<file path="config.mk">
export PLATFORM = sky130hd
export DESIGN_NAME = video_timing_ctrl
export DESIGN_NICKNAME = d
export VERILOG_FILES = /design/src/rtl/video_timing_ctrl.sv
export SDC_FILE = /design/constraint.sdc
export NUM_CORES = 1
export LEC_CHECK = 0
export ABC_AREA = 1
export CELL_PAD_IN_SITES_DETAIL_PLACEMENT = 0
export CELL_PAD_IN_SITES_GLOBAL_PLACEMENT = 2
export CORE_MARGIN = 2
export CORE_UTILIZATION = 33
export CTS_BUF_LIST = sky130_fd_sc_hd__clkbuf_8
export CTS_CLUSTER_SIZE = 24
export DETAILED_ROUTE_END_ITERATION = 8
export HOLD_SLACK_MARGIN = 0.12
export PLACE_DENSITY_LB_ADDON = 0.1
export SLEW_MARGIN = 20
export SYNTH_ARGS = -nofsm -noshare
export SYNTH_HDL_FRONTEND = slang
export SYNTH_SLANG_ARGS = --single-unit
export TNS_END_PERCENT = 30
</file>
<file path="constraint.sdc">
create_clock -name clk -period 2.1 [get_ports clk]
set_clock_uncertainty 0.05 [all_clocks]
set_input_delay 0.42 -clock clk [delete_from_list [all_inputs] [get_ports clk]]
set_output_delay 0.42 -clock clk [all_outputs]
set_load 0.02 [all_outputs]
</file>
<file path="src/rtl/video_timing_ctrl.sv">
// Video frame sequencer: produces vsync/hsync/de for a programmed number of
// frames (or continuously until stopped), then always closes with a vsync
// tail so the downstream file model can terminate its frame cleanly.
module video_timing_ctrl #(
    parameter int unsigned H_ACTIVE = 320,
    parameter int unsigned H_FP     = 8,
    parameter int unsigned H_SYNC   = 4,
    parameter int unsigned H_BP     = 8,
    parameter int unsigned V_ACTIVE = 240,
    parameter int unsigned V_FP     = 2,
    parameter int unsigned V_SYNC   = 2,
    parameter int unsigned V_BP     = 2
) (
    input  logic       clk,
    input  logic       rst_n,
    input  logic       i_start,
    input  logic       i_stop,
    input  logic [7:0] i_frame_num,
    output logic       o_vsync,
    output logic       o_hsync,
    output logic       o_de,
    output logic       o_busy,
    output logic       o_done,
    output logic [7:0] o_frame_cnt
);

    localparam int unsigned H_TOTAL = H_SYNC + H_BP + H_ACTIVE + H_FP;
    localparam int unsigned V_TOTAL = V_SYNC + V_BP + V_ACTIVE + V_FP;
    localparam int unsigned HW      = $clog2(H_TOTAL);
    localparam int unsigned VW      = $clog2(V_TOTAL);

    typedef logic [HW-1:0] h_t;
    typedef logic [VW-1:0] v_t;

    localparam h_t H_LAST      = h_t'(H_TOTAL - 1);
    localparam h_t H_SYNC_END  = h_t'(H_SYNC);
    localparam h_t H_DE_BEG    = h_t'(H_SYNC + H_BP);
    localparam h_t H_DE_END    = h_t'(H_SYNC + H_BP + H_ACTIVE);
    localparam v_t V_LAST      = v_t'(V_TOTAL - 1);
    localparam v_t V_SYNC_END  = v_t'(V_SYNC);
    localparam v_t V_DE_BEG    = v_t'(V_SYNC + V_BP);
    localparam v_t V_DE_END    = v_t'(V_SYNC + V_BP + V_ACTIVE);
    localparam v_t V_TAIL_LAST = v_t'(V_SYNC - 1);

    // Every porch/sync/active width must be at least one.
    if (H_ACTIVE < 1 || H_FP < 1 || H_SYNC < 1 || H_BP < 1 ||
        V_ACTIVE < 1 || V_FP < 1 || V_SYNC < 1 || V_BP < 1) begin : g_param_check
        $error("video_timing_ctrl: all timing parameters must be >= 1");
    end

    typedef enum logic [1:0] {
        S_IDLE,
        S_ACTIVE,
        S_TAIL
    } state_e;

    state_e     state_q, state_d;
    logic       launch_q, launch_d;
    h_t         h_q, h_d;
    v_t         v_q, v_d;
    logic [7:0] num_q, num_d;
    logic       stop_q, stop_d;
    logic [7:0] cnt_q, cnt_d;

    logic       vsync_d, hsync_d, de_d, busy_d, done_d;
    logic       vsync_q, hsync_q, de_q, busy_q, done_q;

    logic       line_end, frame_end, tail_end;
    logic [7:0] cnt_inc;

    assign line_end  = (h_q == H_LAST);
    assign frame_end = line_end && (v_q == V_LAST);
    assign tail_end  = line_end && (v_q == V_TAIL_LAST);
    assign cnt_inc   = cnt_q + 8'd1;

    // State register and timing counters.
    always_ff @(posedge clk or negedge rst_n) begin
        if (!rst_n) begin
            state_q  <= S_IDLE;
            launch_q <= 1'b0;
            h_q      <= '0;
            v_q      <= '0;
            num_q    <= '0;
            stop_q   <= 1'b0;
            cnt_q    <= '0;
        end else begin
            state_q  <= state_d;
            launch_q <= launch_d;
            h_q      <= h_d;
            v_q      <= v_d;
            num_q    <= num_d;
            stop_q   <= stop_d;
            cnt_q    <= cnt_d;
        end
    end

    // Next-state and counter sequencing.
    // An accepted start spends one launch cycle in IDLE so that counter
    // position (0,0) lines up with the registered outputs one cycle later;
    // this keeps the counters and the visible outputs on the same timeline.
    always_comb begin
        state_d  = state_q;
        launch_d = 1'b0;
        h_d      = h_q;
        v_d      = v_q;
        num_d    = num_q;
        stop_d   = stop_q;
        cnt_d    = cnt_q;
        unique case (state_q)
            S_IDLE: begin
                if (launch_q) begin
                    state_d = S_ACTIVE;
                    h_d     = '0;
                    v_d     = '0;
                end else if (i_start) begin
                    launch_d = 1'b1;
                    cnt_d    = '0;
                    num_d    = i_frame_num;
                    stop_d   = 1'b0;
                end
            end
            S_ACTIVE: begin
                stop_d = stop_q | i_stop;
                h_d    = line_end ? '0 : h_q + h_t'(1);
                if (line_end) begin
                    v_d = v_q + v_t'(1);
                end
                if (frame_end) begin
                    cnt_d = cnt_inc;
                    v_d   = '0;
                    if (((num_q != '0) && (cnt_inc == num_q)) || stop_q || i_stop) begin
                        state_d = S_TAIL;
                    end
                end
            end
            S_TAIL: begin
                h_d = line_end ? '0 : h_q + h_t'(1);
                if (line_end) begin
                    v_d = v_q + v_t'(1);
                end
                if (tail_end) begin
                    state_d = S_IDLE;
                    h_d     = '0;
                    v_d     = '0;
                end
            end
            default: begin
                state_d = S_IDLE;
            end
        endcase
    end

    // Output decode from the upcoming counter position.
    always_comb begin
        vsync_d = 1'b0;
        hsync_d = 1'b0;
        de_d    = 1'b0;
        busy_d  = (state_d != S_IDLE);
        done_d  = (state_q == S_TAIL) && (state_d == S_IDLE);
        if (state_d == S_ACTIVE) begin
            vsync_d = (v_d < V_SYNC_END);
            hsync_d = (h_d < H_SYNC_END);
            de_d    = (h_d >= H_DE_BEG) && (h_d < H_DE_END) &&
                      (v_d >= V_DE_BEG) && (v_d < V_DE_END);
        end else if (state_d == S_TAIL) begin
            vsync_d = 1'b1;
            hsync_d = (h_d < H_SYNC_END);
        end
    end

    // Registered outputs.
    always_ff @(posedge clk or negedge rst_n) begin
        if (!rst_n) begin
            vsync_q <= 1'b0;
            hsync_q <= 1'b0;
            de_q    <= 1'b0;
            busy_q  <= 1'b0;
            done_q  <= 1'b0;
        end else begin
            vsync_q <= vsync_d;
            hsync_q <= hsync_d;
            de_q    <= de_d;
            busy_q  <= busy_d;
            done_q  <= done_d;
        end
    end

    assign o_vsync     = vsync_q;
    assign o_hsync     = hsync_q;
    assign o_de        = de_q;
    assign o_busy      = busy_q;
    assign o_done      = done_q;
    assign o_frame_cnt = cnt_q;

endmodule

</file>
After elaboration in Yosys (flattened, before gate mapping)
Cells that the tools add are included.
{ "word_totals": {"register_bits": 42, "in_bits": 12, "out_inout_bits": 13, "word_cells": 80} }
{ "classes": {"add_sub_neg": 3, "order_cmp": 6, "eq_ne": 11, "muxes": 29, "bitwise": 2, "n_reduce_logical": 17} }
{ "ops": {"columns": ["op", "n"], "rows": [
  ["2-to-1 mux 8 bit", 7],
  ["2-to-1 mux 9 bit", 3],
  ["case mux 9 bit (3 select lines)", 1],
  ["case mux 8 bit (3 select lines)", 1],
  ["adder 8 x 1 -> 8 bit (second input constant)", 2],
  ["case mux 8 bit (2 select lines)", 1],
  ["2-to-1 mux 1 bit", 10],
  ["adder 9 x 1 -> 9 bit (second input constant)", 1],
  ["== test 9 bit (second input constant)", 1],
  [">= comparator 9 x 4 -> 1 bit (second input constant)", 1],
  ["less-than comparator 9 x 3 -> 1 bit (second input constant)", 1],
  ["less-than comparator 9 bit (second input constant)", 1],
  ["== test 8 x 1 -> 1 bit (second input constant)", 1],
  ["== test 8 bit", 1],
  ["== test 8 bit (second input constant)", 1],
  [">= comparator 8 x 3 -> 1 bit (second input constant)", 1],
  ["less-than comparator 8 x 2 -> 1 bit (second input constant)", 1],
  ["less-than comparator 8 bit (second input constant)", 1],
  ["2-to-1 mux 2 bit", 4],
  ["nonzero test 8 bit", 1],
  ["logical AND 1 bit", 7],
  ["inequality test 2 bit (second input constant)", 3],
  ["case mux 2 bit (3 select lines)", 1],
  ["AND reduction 3 bit", 2],
  ["other kinds (9)", 14]
]} }

Logic depth before layout (Yosys ltp)
Gate-level depths: netlist (run 1).
{ "depth": {"word_depth": 11, "ltp_mapped": 16, "depth_no_buf": 15} }

Least setup slack after synthesis (run 1)
OpenSTA, ideal clock, no wires.
{ "synth_path": {"path_kind": "reg-to-reg", "from": "reg h_q[0]", "to": "reg de_q, in the netlist o_de", "setup_ns": 0.115, "arrival_ns": 1.634, "t_required_ns": 1.935, "slack_ns": 0.300, "path_stages_with_launch": 16, "n_path_buf": 1, "period_less_slack_ns": 1.800, "cell_sequence": "dfrtp_1 ha_1 inv_1 nor2_1 nand2_1 nor2_4 buf_6 nand2_1 nand2_1 inv_2 nand2_1 nand2_2 nor2_4 nand3_1 nand3_1 nor2_1"} }
{ "synth_between": {"elab_cells_between_ends": 24, "cone_classes": "add/sub: 1; order compare: 4; eq/ne: 2; mux: 12; reduce/logical: 5"} }
{ "synth_lines": {"columns": ["item", "line_no", "text"], "rows": [
  ["start, declared", "59", "h_t h_q, h_d;"],
  ["start signal, assigned", "81", "h_q <= '0;"],
  ["start signal, assigned", "89", "h_q <= h_d;"],
  ["== test 9 bit (*)", "71", "assign line_end = (h_q == H_LAST);"],
  ["2-to-1 mux 8 bit, or another cell as far along", "125, 138", null],
  ["2-to-1 mux 8 bit, on equally long branches", "141, 128", null],
  ["case mux 8 bit (3 select lines) (*)", "109", "unique case (state_q)"],
  ["net v_d[3]", "60", "v_t v_q, v_d;"],
  [">= comparator 8 x 3 -> 1 bit", "164", "(v_d >= V_DE_BEG) && (v_d < V_DE_END);"],
  ["logical AND 1 bit", "163", "de_d = (h_d >= H_DE_BEG) && (h_d < H_DE_END) &&"],
  ["logical AND 1 bit (*)", "164", null],
  ["2-to-1 mux 1 bit (*)", "160", "if (state_d == S_ACTIVE) begin"],
  ["net de_d", "65", "logic vsync_d, hsync_d, de_d, busy_d, done_d;"],
  ["end signal, assigned", "176", "de_q <= 1'b0;"],
  ["end signal, assigned", "182", "de_q <= de_d;"],
  ["end, declared", "66", "logic vsync_q, hsync_q, de_q, busy_q, done_q;"]
]} }
Mark *: on every way through the listed nets, which the timed path passes. The rest lies on a longest branch.
A chain may end at the register's enable or synchronous reset.

Worst setup path in the final report (run 1)
{ "layout_path": {"from": "reg cnt_q[0], in the netlist o_frame_cnt[0]", "to": "reg busy_q, in the netlist o_busy"} }
{ "layout_between": {"elab_chain_cells": 9} }
{ "layout_rtl": {"columns": ["item", "line_no", "text"], "rows": [
  ["start, declared", "63", "logic [7:0] cnt_q, cnt_d;"],
  ["start signal, assigned", "93", "cnt_q <= cnt_d;"],
  ["adder 8 x 1 -> 8 bit", "74", "assign cnt_inc = cnt_q + 8'd1;"],
  ["== test 8 bit", "131", "if (((num_q != '0) && (cnt_inc == num_q)) || stop_q || i_stop) begin"],
  ["logical AND 1 bit", "131", null],
  ["logical OR 1 bit (2 in a row)", "131", null],
  ["2-to-1 mux 2 bit", "131", null],
  ["2-to-1 mux 2 bit", "128", "if (frame_end) begin"],
  ["case mux 2 bit (3 select lines)", "109", null],
  ["net state_d[0]", "57", "state_e state_q, state_d;"],
  ["nonzero test 2 bit", "158", "busy_d = (state_d != S_IDLE);"],
  ["net busy_d", "65", null],
  ["end signal, assigned", "183", "busy_q <= busy_d;"],
  ["end, declared", "66", null]
]} }
The timed path passes the listed nets, and every way through them passes these cells.

==> results of run 1 <==
==> timing repair <==
| item | CTS | global route |
|---|---|---|
| hold buffers | 1 | 0 |
| resized for setup | 0 | 15 |
| setup buffers | 0 | 2 |
| endpoints found under the setup margin | 0 | 5 |
| hold endpoints to repair | 21 | 0 |
==> registers in the layout (all words and copies together) (netlist names) <==
name	flops
state_q	2
v_q	8
o_de	1
o_busy	1
o_frame_cnt	8
o_hsync	1
launch_q	1
num_q	8
stop_q	1
h_q	9
o_done	1
o_vsync	1
==> cells by family (layout without fill, tap and decap cells) <==
| family | count (synthesis) | after routing | synth area share |
|---|---|---|---|
| AND/OR/NAND/NOR | 237 | 237 | 0.388 |
| flip-flops | 42 | 42 | 0.390 |
| XOR/XNOR | 6 | 6 | 0.0195 |
| adder cells (fa/ha/maj) | 4 | 4 | 0.0186 |
| AO/OA/AOI/OAI | 38 | 38 | 0.0794 |
| buffers and inverters | 70 | 111 | 0.105 |
==> layout by cell type (no fill, tap or decap), types with 5 or more instances in the layout <==
master / count
buf_4: 14
clkbuf_8: 6
clkdlybuf4s50_1: 23
dfrtp_1: 38
inv_1: 60
nand2_1: 135
nand2_2: 6
nand3_1: 26
nand4_1: 7
nor2_1: 40
nor2_2: 10
o21ai_0: 18
o21ai_1: 6
xor2_1: 5
==> final cells by class <==
class	count	area (µm²)
clock buffer	6	82.6
clock inverter	1	30.0
sequential	42	1060
fill	851	4500
timing repair buffer	40	370
multi-input combinational	285	1400
inverter	64	240
tap	102	128
==> stage by stage <==
stage / cell area [µm²] / utilization / std cells / setup slack (ns) / hold slack (ns)
6_report: 3310 / 0.424 / 540 / 0.162 / 0.474
5_1_grt: 3310 / 0.424 / 540 / 0.000607 / 0.509
4_1_cts: 3250 / 0.416 / 538 / 0.0494 / 0.478
3_5_place_dp: 3130 / 0.400 / 530 / 0.0744 / 0.391
3_3_place_gp: 3130 / 0.400 / 530 / 0.0681 / 0.392
2_1_floorplan: 2690 / - / 397 / 0.300 / 0.0744
==> power breakdown <==
group | switching (W) | internal, W
clock network | 0.000277 | 0.000381
logic | 0.000748 | 0.000518
registers | 0.000168 | 0.000998
==> worst max-delay path: cells and delay by family, from the launching register on <==
family                   cells  cell delay [ns]
buffers and inverters        2             0.13
flip-flops                   1             0.44
adder cells (fa/ha/maj)      1             0.28
AND/OR/NAND/NOR             11             0.94
==> per-layer routing <==
layer	up-vias	GRT usage	share of wire
met5	-	0	0
met4	0	0.0399	0.0055
met3	2	0.0247	0.019
met2	23	0.288	0.49
met1	1078	0.222	0.48
li1	1308	-	-
==> how the worst max path moves through the flow <==
stage / slack (ns) / start / end / depth (start not counted)
detailed placement: 0.07 / o_frame_cnt[0]$_DFFE_PN0P_ / o_busy$_DFF_PN0_ / 14
CTS: 0.05 / o_frame_cnt[0]$_DFFE_PN0P_ / o_busy$_DFF_PN0_ / 14
finish: 0.16 / o_frame_cnt[0]$_DFFE_PN0P_ / o_busy$_DFF_PN0_ / 14
floorplan: 0.30 / h_q[0]$_DFF_PN0_ / o_de$_DFF_PN0_ / 15
global placement: 0.07 / o_frame_cnt[0]$_DFFE_PN0P_ / o_busy$_DFF_PN0_ / 14
global route: 0.0006 / o_frame_cnt[0]$_DFFE_PN0P_ / o_busy$_DFF_PN0_ / 14
==> results.yml, run 1 <==
status:
  outcome: "finished clean"
setup_path:
  crit_required_ns: 2.24
  crit_chain: "ha_4 > inv_1 > nand2_1 > nand2_1 > nor2_1 > nand2_1 > nor2_2 > nand3_1 > nor2_1 > nand3_2 > nand3_1 > nand2_1 > inv_1 > nand2_1"
  cp_max_fo: 4
  cp-end-kind: "register"
  cp-start-kind: "register"
  regToRegEndpoint: "o_busy$_DFF_PN0_"
  cp_common_cell: "nand2_1"
  critPathMaxStageDelay_ns: 0.44
  r2r_setup_slack_ns: 0.16
  rr_worst_depth: 14
  r2r-start: "o_frame_cnt[0]$_DFFE_PN0P_"
  crit_type: "register to register"
  cp_slowest_cell: "dfrtp_2"
  cp.arrival_ns: 2.07
worst_hold_path:
  min_to: "stop_q$_DFFE_PN0P_"
  worst_hold_startpoint: "stop_q$_DFFE_PN0P_"
  hold_path.class: "register to register"
  min_path_cells: 2
yosys:
  netlist_instances: 397
  ys_seq_elements: 42
  synth.yosys.seq_area_share: 0.390
  ys_top_cells_by_count: "nand2_1 (135), inv_1 (61), nor2_1 (45)"
  yosys.area.top_type: "dfrtp_1"
  async_flop_share: 1.00
  yosysTopAreaCellShare: 0.390
  synthFlopType: "dfrtp_1"
  synth_fp_nets: 413
  avgSynthCellArea_um2: 6.79
  synth_edf_count: 0
  yosysWarnings: 0
  synth.distinct_cells: 32
  synth_most_common_cell: "nand2_1"
  syn_area_mm2: 0.00269
  synth_area_leaders: "dfrtp_1 (39%), nand2_1 (19%), inv_1 (8.5%), nor2_1 (6.3%), nand3_1 (5.2%)"
timing:
  hold_violations: 0
  timing.final.crit_share: 0.923
  relSlewSlack: 0.634
  setup_viol: 0
  slew_viol_final: 0
  tns_ns: 0
  clock.fmax_mhz: 516
  tightest_slew_ns: 0.549
  grt_setup_unrepaired: "no"
  fin_crit_ns: 1.94
placed_design:
  port_buffers: 24
  place_congestion: 0.784
  dp_hpwl_um: 5290
power_and_ir_drop:
  finalPower_w: 0.00309
  ir_worst_vdd_uv: 498
  p_leak_nw: 1.66
  power.density_mw_per_mm2: 934
global_route:
  grt_pass1_vias: 2379
  grt_max_degree: 23
  antenna_found_initial: 0
  grt_pass1_wl_um: 11600
  gr-total-overflow: 0
  grt_usage: 0.167
drt:
  num_vias: 2411
  drc_errors: 0
  ant_nets: 0
  wl_per_cell_um: 12.4
  via_per_inst: 4.46
  wl_um: 6710
  drt-pass1-iter-count: 4
  drt_iter0_drc: 96
floorplan:
  die_area_mm2: 0.00890
  design.core.area_mm2: 0.00781
  io-pin-count: 25
  die_width_um: 94.4
  die_h_um: 94.4
  start_util: 0.345
  row_count: 32
finish:
  area_growth_pct: 22.8
  antenna_cells: 0
  drive_gt1_frac: 0.144
  nets: 454
clock_network:
  clk_pin_slew_ns: 0.08
  root_buffer: "clkbuf_8"
  cts.sinks: 42
  cts_tree: "yes"
  cts_max_level: 2
  cts_made_buffers: 5
  clk_path_buf_depth: 2
  insertion_delay_ns: 0.29
job:
  cap_violations: 0
Power figures use the tool's default switching activity.
==> inputs of run 2 (changes only) <==
- CORE_ASPECT_RATIO: default -> 2
==> run 2 against run 1 <==
Compared with the run above:
- cell count is 0.56% higher
- maximum frequency is 0.76% lower
- clock-buffer cell count decreased by 1
- total power grew 0.24%
- non-clock buffer count grew 8
- worst setup slack lost 0.015 ns
- cell area grew 2.0%
- via count rose by 4.7%
- first-iteration DRC count fell by 19%
- register-to-register slack is essentially flat
==> results.yml, run 2 (synthesis results as in run 1) <==
finish:
  fin_util: 0.425
  layout.cells.non_filler: 543
  antenna_cells: 0
  n_fill_cell: 861
  nets: 462
  mostFrequentLayoutCell: "nand2_1"
  largest_reg_flops: 9
  final_cell_mix: "nand2_1 (133), inv_1 (62), nor2_1 (42)"
  drive_gt1_frac: 0.152
  top_register: "h_q"
  area_growth_pct: 25.3
global_route:
  antenna_found_initial: 0
  grt_max_degree: 24
  grt_usage: 0.176
  grt_pass1_vias: 2483
  grt_pass1_wl_um: 11700
  gr-total-overflow: 0
job:
  cap_violations: 0
timing:
  timing.final.crit_share: 0.930
  clock.fmax_mhz: 512
  slew_viol_final: 0
  relSlewSlack: 0.643
  tightest_slew_ns: 0.536
  grt_setup_unrepaired: "yes"
  hold_violations: 0
  fin_crit_ns: 1.95
  setup_viol: 0
power_and_ir_drop:
  switchingPower_w: 0.00123
  ir_worst_vdd_uv: 677
  seqPwrFrac: 0.375
  p_leak_nw: 1.70
  power.internal_w: 0.00187
  p_clk_frac: 0.214
  swShare: 0.397
  combPwrFrac: 0.410
  power.density_mw_per_mm2: 917
placed_design:
  port_buffers: 24
  dp_cells: 534
  dp_hpwl_um: 5990
  place_congestion: 0.824
floorplan:
  die_area_mm2: 0.00895
  io-pin-count: 25
  start_util: 0.339
  design.core.area_mm2: 0.00794
  die_width_um: 67.9
  die_h_um: 132
  row_count: 46
clock_network:
  root_buffer: "clkbuf_8"
  insertion_delay_ns: 0.31
  cts_tree: "yes"
  clk_pin_slew_ns: 0.09
  cts_max_level: 2
  cts_made_buffers: 5
  post_cts_buffers: 0
  clk_path_buf_depth: 2
  cts.sinks: 42
setup_path:
  crit_required_ns: 2.26
  cp_max_fo: 4
  r2r-start: "o_frame_cnt[1]$_DFFE_PN0P_"
  r2r_setup_slack_ns: 0.15
  crit_type: "register to register"
  cp.arrival_ns: 2.11
  rr_worst_depth: 11
  cp-end-kind: "register"
  cp-start-kind: "register"
  regToRegEndpoint: "o_done$_DFF_PN0_"
worst_hold_path:
  worst_hold_startpoint: "stop_q$_DFFE_PN0P_"
  min_to: "stop_q$_DFFE_PN0P_"
  min_path_cells: 2
  hold_path.class: "register to register"
drt:
  via_per_inst: 4.65
  drc_errors: 0
  drt-pass1-iter-count: 4
  num_vias: 2525
  wl_um: 7420
  drt_iter0_drc: 78
  wl_per_cell_um: 13.7
  ant_nets: 0
status:
  outcome: "finished clean"
run 2: cell types whose count changed in the layout (fill, tap and decap cells not counted), moves of 2 or more:
| cell | before | now |
|---|---|---|
| buf_4 | 14 | 20 |
| inv_1 | 60 | 62 |
| nand2_1 | 135 | 133 |
| nand2_2 | 6 | 8 |
| nor2_1 | 40 | 42 |
| nor2_2 | 10 | 7 |
run 2: layout make-up:
| cell class | instances | area (µm²) | share of cell area |
|---|---|---|---|
| multi-input combinational | 285 | 1400 | 0.416 |
| sequential | 42 | 1050 | 0.312 |
| timing repair buffer | 48 | 447 | 0.132 |
| inverter | 64 | 240 | 0.0712 |
| tap | 96 | 120 | 0.0356 |
| clock buffer | 5 | 68.8 | 0.0204 |
| clock inverter | 3 | 41.3 | 0.0122 |
run 2: critical path: stages, from the launching register on:
cell	delay, ns
dfrtp_1	0.39
buf_4	0.15
nand2_1	0.10
o21ai_0	0.26
nand2_1	0.10
xor2_1	0.20
nor2_1	0.06
nand3_1	0.12
nand2_1	0.06
nand2_1	0.08
nand2_2	0.09
nor3_2	0.20
run 2: how the worst max path moves through the flow:
stage | start | to
floorplan | h_q[0]$_DFF_PN0_ | o_de$_DFF_PN0_
global placement | o_frame_cnt[0]$_DFFE_PN0P_ | o_done$_DFF_PN0_
detailed placement | o_frame_cnt[0]$_DFFE_PN0P_ | o_done$_DFF_PN0_
CTS | o_frame_cnt[0]$_DFFE_PN0P_ | o_busy$_DFF_PN0_
global route | h_q[0]$_DFF_PN0_ | o_vsync$_DFF_PN0_
finish | o_frame_cnt[1]$_DFFE_PN0P_ | o_done$_DFF_PN0_
run 2: power by group through the flow:
stage	registers, W	clock network (W)	logic [W]
2_1_floorplan	0.00120	0	0.000763
4_1_cts	0.00115	0.000687	0.00128
3_5_place_dp	0.00117	0	0.00127
6_report	0.00116	0.000663	0.00127
3_3_place_gp	0.00117	0	0.00126
5_1_grt	0.00119	0.000707	0.00144
run 2: per-stage QoR:
stage	instance area, µm²	setup WS (ns)	hold slack, ns	total power, W	setup TNS (ns)
after global placement	3210	-0.0419	0.380	0.00243	-0.0419
final	3380	0.147	0.472	0.00310	0
after floorplan	2690	0.300	0.0744	0.00196	0
after detailed placement	3210	-0.0383	0.386	0.00244	-0.0383
after global routing	3380	-0.00769	0.526	0.00334	-0.00769
after CTS	3340	0.0291	0.477	0.00312	0
run 2: metal layers:
metal,up-vias,GRT usage,share of wire
met5,-,0,0
met4,0,0.0656,0.025
met3,13,0.0231,0.017
met2,32,0.351,0.60
met1,1161,0.169,0.36
li1,1319,-,-
run 2: timing repair:
action / CTS / global route
setup endpoints to repair: 5 / 7
gates resized for setup: 2 / 12
endpoints found under the hold margin: 19 / 0
cloned: 0 / 0
hold buffers: 1 / 0
==> inputs of run 3 (changes only) <==
- GPL_ROUTABILITY_DRIVEN: default -> 0
==> results of run 3 <==
The final DEF is identical to that of run 2; final timing and power are the same.
